`src/rtl/otter_arb_pkg.sv`:
```
// Shared types and constants for the otter_mcu fetch/data memory arbiter.
package otter_arb_pkg;

    localparam int DATA_W = 32;
    localparam int STRB_W = 4;

    typedef enum logic [1:0] {
        ARB_IDLE = 2'd0,
        ARB_REQ  = 2'd1,
        ARB_RESP = 2'd2
    } arb_state_t;

    typedef enum logic {
        OWN_FETCH = 1'b0,
        OWN_DATA  = 1'b1
    } arb_owner_t;

    localparam logic [STRB_W-1:0] FETCH_STRB = 4'hF;

endpackage

```
`src/rtl/otter_arb_prio.sv`:
```
// Data-over-fetch priority select with a saturating data-streak counter
// that forces a fetch grant once data has won MAX_DATA_STREAK times in a row.
module otter_arb_prio
    import otter_arb_pkg::*;
#(
    parameter int MAX_DATA_STREAK = 4
) (
    input  logic       clk,
    input  logic       rst,
    input  logic       i_req,
    input  logic       d_req,
    input  logic       grant_evt,
    input  arb_owner_t grant_owner,
    output arb_owner_t sel,
    output logic       sel_vld,
    output logic [3:0] streak
);

    localparam logic [3:0] MAX_STREAK = 4'(MAX_DATA_STREAK);

    logic streak_full;

    assign streak_full = (streak == MAX_STREAK);

    always_comb begin
        sel     = OWN_FETCH;
        sel_vld = 1'b0;
        if (d_req && !(i_req && streak_full)) begin
            sel     = OWN_DATA;
            sel_vld = 1'b1;
        end else if (i_req) begin
            sel     = OWN_FETCH;
            sel_vld = 1'b1;
        end
    end

    // Streak only means anything while fetch is actually waiting.
    always_ff @(posedge clk or posedge rst) begin
        if (rst) begin
            streak <= 4'd0;
        end else if (!i_req) begin
            streak <= 4'd0;
        end else if (grant_evt && (grant_owner == OWN_FETCH)) begin
            streak <= 4'd0;
        end else if (grant_evt && (grant_owner == OWN_DATA) && !streak_full) begin
            streak <= streak + 4'd1;
        end
    end

endmodule

```
`src/rtl/otter_mem_arbiter.sv`:
```
// Single-outstanding arbiter sharing one memory port between instruction
// fetch and data access; responses are routed back to the owning requester.
module otter_mem_arbiter
    import otter_arb_pkg::*;
#(
    parameter int MAX_DATA_STREAK = 4,
    parameter int ADDR_W          = 32
) (
    input  logic              clk,
    input  logic              rst,

    input  logic              i_req,
    input  logic [ADDR_W-1:0] i_addr,
    output logic              i_gnt,
    output logic              i_rvalid,
    output logic [DATA_W-1:0] i_rdata,

    input  logic              d_req,
    input  logic              d_we,
    input  logic [STRB_W-1:0] d_strb,
    input  logic [ADDR_W-1:0] d_addr,
    input  logic [DATA_W-1:0] d_wdata,
    output logic              d_gnt,
    output logic              d_rvalid,
    output logic [DATA_W-1:0] d_rdata,

    output logic              m_req,
    output logic              m_we,
    output logic [STRB_W-1:0] m_strb,
    output logic [ADDR_W-1:0] m_addr,
    output logic [DATA_W-1:0] m_wdata,
    input  logic              m_gnt,
    input  logic              m_rvalid,
    input  logic [DATA_W-1:0] m_rdata,

    output logic              proto_err
);

    arb_state_t state_q, state_d;
    arb_owner_t owner_q, owner_d;
    arb_owner_t cur_owner;
    arb_owner_t sel;
    logic       sel_vld;
    logic       drive_req;
    logic       grant_evt;
    logic [3:0] streak;

    otter_arb_prio #(
        .MAX_DATA_STREAK (MAX_DATA_STREAK)
    ) u_prio (
        .clk         (clk),
        .rst         (rst),
        .i_req       (i_req),
        .d_req       (d_req),
        .grant_evt   (grant_evt),
        .grant_owner (cur_owner),
        .sel         (sel),
        .sel_vld     (sel_vld),
        .streak      (streak)
    );

    always_comb begin
        state_d   = state_q;
        owner_d   = owner_q;
        cur_owner = owner_q;
        drive_req = 1'b0;
        grant_evt = 1'b0;

        m_req     = 1'b0;
        m_we      = 1'b0;
        m_strb    = '0;
        m_addr    = '0;
        m_wdata   = '0;
        i_gnt     = 1'b0;
        d_gnt     = 1'b0;
        i_rvalid  = 1'b0;
        i_rdata   = '0;
        d_rvalid  = 1'b0;
        d_rdata   = '0;

        unique case (state_q)
            ARB_IDLE: begin
                cur_owner = sel;
                if (sel_vld) begin
                    drive_req = 1'b1;
                    owner_d   = sel;
                    if (m_gnt) begin
                        grant_evt = 1'b1;
                        state_d   = ARB_RESP;
                    end else begin
                        state_d   = ARB_REQ;
                    end
                end
            end
            // Owner is locked in; a higher-priority arrival waits its turn.
            ARB_REQ: begin
                drive_req = 1'b1;
                if (m_gnt) begin
                    grant_evt = 1'b1;
                    state_d   = ARB_RESP;
                end
            end
            ARB_RESP: begin
                if (m_rvalid) begin
                    state_d = ARB_IDLE;
                    if (owner_q == OWN_DATA) begin
                        d_rvalid = 1'b1;
                        d_rdata  = m_rdata;
                    end else begin
                        i_rvalid = 1'b1;
                        i_rdata  = m_rdata;
                    end
                end
            end
            default: begin
                state_d = ARB_IDLE;
            end
        endcase

        if (drive_req) begin
            m_req = 1'b1;
            if (cur_owner == OWN_DATA) begin
                m_we    = d_we;
                m_strb  = d_strb;
                m_addr  = d_addr;
                m_wdata = d_wdata;
            end else begin
                m_we    = 1'b0;
                m_strb  = FETCH_STRB;
                m_addr  = i_addr;
                m_wdata = '0;
            end
        end

        if (grant_evt) begin
            i_gnt = (cur_owner == OWN_FETCH);
            d_gnt = (cur_owner == OWN_DATA);
        end
    end

    // A response outside ARB_RESP has no owner: drop it and latch the error.
    always_ff @(posedge clk or posedge rst) begin
        if (rst) begin
            state_q   <= ARB_IDLE;
            owner_q   <= OWN_FETCH;
            proto_err <= 1'b0;
        end else begin
            state_q <= state_d;
            owner_q <= owner_d;
            if (m_rvalid && (state_q != ARB_RESP)) begin
                proto_err <= 1'b1;
            end
        end
    end

endmodule
```
`config.mk`:
```
export PLATFORM = sky130hd
export DESIGN_NAME = otter_mem_arbiter
export DESIGN_NICKNAME = d
export VERILOG_FILES = /design/src/rtl/otter_arb_pkg.sv /design/src/rtl/otter_arb_prio.sv /design/src/rtl/otter_mem_arbiter.sv
export SDC_FILE = /design/constraint.sdc
export NUM_CORES = 1
export LEC_CHECK = 0
export ABC_AREA = 0
export BUFFER_PORTS_ARGS = -buffer_cell sky130_fd_sc_hd__buf_2
export CORE_AREA = 2 2 107 109
export CTS_BUF_LIST = sky130_fd_sc_hd__clkbuf_8
export DETAILED_ROUTE_END_ITERATION = 10
export DIE_AREA = 0 0 109 111
export GPL_ROUTABILITY_DRIVEN = 0
export PLACE_DENSITY = 0.53
export SYNTH_ARGS = -nofsm -noshare
export SYNTH_HDL_FRONTEND = slang
export SYNTH_SLANG_ARGS = --single-unit
```
`constraint.sdc`:
```
create_clock -name clk -period 2.65 [get_ports clk]
set_clock_uncertainty 0.15 [all_clocks]
set_input_delay 0.1325 -clock clk [delete_from_list [all_inputs] [get_ports clk]]
set_output_delay 0.1325 -clock clk [all_outputs]
set_load 0.05 [all_outputs]
```
==> flow_summary.toml <==
[outcome]
status = "finished, final reports clean"

[synth]
synth-seq-area-share_pct = 11.7
syn-num-nets = 421
ys_async_sr_fraction_pct = 100
yosysWarnings = 0
synth-edff-count = 0
syn_inst = 280
syn_area_per_cell_um2 = 6.09
synth_cell_types = 31
synth_ff_type = "dfrtp_1"
ys_ff_latch = 8
synth_area_um2 = 1710

[clocking]
cts.clk_slew.worst_paths_ns = 0.04
cts-root-buf = "clkbuf_8"
cts_buffer_depth = 2
post_cts.repair.setup_buffers = 0
cts.sink_count = 8
clock_latency_ns = 0.23
cts_tree = "built"
cts_buffers = 3
cts_max_level = 1

[grt]
grt_pass1_wl_mm = 11.2
grt_usage_pct = 11.1
first_global_vias = 2510
grt-ovfl-total = 0
grt_max_degree = 38
antenna_found_initial = 0

[route]
wire_per_inst_um = 11.1
dr_total_vias = 2855
vias_per_cell = 4.16
dr.pass1.iters = 4
antenna_left = 0
drc = 0
wl_mm = 7.62
dr.first_iter.drc_count = 98

[critical_path]
crit_arrival_ns = 2.21
cp_max_fo = 33
slowest_delay_ns = 0.39
r2r_setup_slack_ns = 0.71
worstPathRequired_ns = 2.37
rr_worst_depth = 6
crit_path_cell_trace = "inv_1 -> ha_1 -> and4b_2 -> o41ai_4 -> buf_12 -> nand2_1 -> a21oi_1 -> buf_2"
end_kind = "output port"
critPathKind = "reg -> out"
cp_slowest_cell = "dfrtp_1"
start_kind = "flop"

[sta]
min_period_over_period_pct = 94.0
worstMarginPinSlew_ns = 0.685
setup_viol = 0
relSlewSlack_pct = 54.3
hold_viol_final = 0
setup_tns_ns = 0
rsz0062_at_grt = "no"
slew_viol_final = 0
min_period_ns = 2.49
fin_hold_ws_ns = 0.0683
max_clock_freq_mhz = 401

[power]
switching_share_pct = 67.0
power_density_nw_per_um2 = 626
p_leak_nw = 2.14
switchingPower_w = 0.00137
peakVddDrop_mv = 0.282
power_frac_seq_pct = 7.6
clkPwrFrac_pct = 7.4
p_comb_share_pct = 85.0
p_int_w = 0.000674

[layout]
fin_util_pct = 29.5
drive_gt1_share_pct = 54.4
diodes = 0
nNetsFinal = 687
area_growth_pct = 91.8

[placement]
hpwl_mm = 6.22
io_buffer_count = 277

[die]
fp.dieArea_um2 = 12100
fp.dieH_um = 111
row_count = 39
start_util_pct = 15.4
io_pins = 278
chipWidth_um = 109
core_um2 = 11100

[min_path]
hold_class = "in -> reg"
whs_path_depth = 4

[job]
drv_cap = 0
[per-layer routing]
layer	track usage, %	vias to the layer above	part of all wire [%]
met5	0	-	0
met4	1.62	0	0.45
met3	1.41	2	9.8
met2	21.9	162	51
met1	12.6	1246	39
li1	-	1445	-
[stage by stage]
step	cell area, um^2	total power, W	setup WS, ns	instances
final	3270	0.00205	0.159	687
after global routing	3270	0.00217	0.0136	687
after CTS	3270	0.00206	0.0705	687
after detailed placement	3200	0.00190	0.338	681
after global placement	3200	0.00189	0.399	681
after floorplan	1710	0.00150	0.0790	280
[synth_stat cells, types with 3 or more instances]
library cell	number	share of area (%)
nand2_1	70	15
and2_1	64	23
and3_1	33	12
a21oi_1	27	7.9
clkbuf_1	14	3.1
nor2_1	12	2.6
dfrtp_1	8	12
inv_1	7	1.5
a21oi_2	6	3.1
buf_6	6	4.0
nand2b_1	3	1.1
o21ai_0	3	0.88
[cell usage in the layout, fill, tap and decap left out]
| master | instances |
|---|---|
| clkbuf_8 | 3 |
| and3_1 | 33 |
| a21o_1 | 1 |
| buf_4 | 5 |
| o41ai_4 | 1 |
| inv_1 | 7 |
| and2_1 | 64 |
| nand3_1 | 2 |
| a31oi_1 | 2 |
| ha_1 | 2 |
| dfrtp_1 | 8 |
| o21ai_1 | 2 |
| nor3b_2 | 1 |
| buf_12 | 2 |
| nand3b_1 | 2 |
| a32o_1 | 1 |
| o2111ai_1 | 1 |
| nor2_1 | 12 |
| buf_2 | 276 |
| a211oi_1 | 1 |
| dlygate4sd3_1 | 3 |
| and4b_2 | 1 |
| and4b_1 | 1 |
| o21ai_0 | 3 |
| nand2b_1 | 3 |
| nor3_1 | 1 |
| nand2_1 | 70 |
| a21oi_2 | 6 |
| or2_2 | 1 |
| a41oi_1 | 1 |
| a21oi_1 | 27 |
| o41a_1 | 1 |
[critical path: cells and delay by family, from the launching register on]
kind,cells,cell delay (ns)
buffers and inverters,3,0.61
AOI/OAI and AO/OA,2,0.43
DFF,1,0.39
and+or+nand+nor,2,0.34
adders and majority gates,1,0.20
[kinds of logic (layout without fill, tap and decap cells)]
group | after synthesis | count (layout) | share of synthesized area [%]
buf+inv | 32 | 296 | 10.1
fa+ha+maj | 2 | 2 | 1.47
simple gates | 191 | 191 | 58.8
flops | 8 | 8 | 11.7
compound gates | 47 | 47 | 18.0
[layout make-up]
| cell class | count | area [um^2] |
|---|---|---|
| repair buffers | 286 | 1490 |
| multi-input cells | 240 | 1340 |
| clock buffers | 3 | 41.3 |
| well taps | 143 | 179 |
| flip-flops and latches | 8 | 200 |
| inverters | 7 | 26.3 |
| fillers | 1180 | 7810 |
[power by group through the flow]
| stage | registers (W) | logic, W | clock network (W) |
|---|---|---|---|
| 5_1_grt | 0.000159 | 0.00185 | 0.000161 |
| 4_1_cts | 0.000156 | 0.00175 | 0.000155 |
| 6_report | 0.000156 | 0.00174 | 0.000151 |
| 2_1_floorplan | 0.000149 | 0.00135 | 0 |
| 3_3_place_gp | 0.000158 | 0.00173 | 0 |
| 3_5_place_dp | 0.000158 | 0.00174 | 0 |
[path summary, 6_finish.rpt]
check                                             start                           end
setup / recovery           u_prio.streak[0]$_DFFE_PP0P_                    m_addr[15]
hold / removal                                    d_req           owner_q$_DFFE_PP0P_
setup reg to reg           u_prio.streak[0]$_DFFE_PP0P_  u_prio.streak[3]$_DFFE_PP0P_
hold reg to reg                   proto_err$_DFFE_PP0P_         proto_err$_DFFE_PP0P_
max in group asynchronous                           rst  u_prio.streak[0]$_DFFE_PP0P_
min in group asynchronous                           rst  u_prio.streak[1]$_DFFE_PP0P_
[repair_timing]
item,in CTS,in global routing
endpoints found under the setup margin,0,11
gates resized for setup,0,3
hold buffers,3,0
endpoints found under the hold margin,10,0
[sequential cells by signal, summed over array words and instances (netlist names)]
signal / count
proto_err: 1
u_prio.streak: 4
owner_q: 1
state_q: 2
Power figures use the tool's default switching activity.
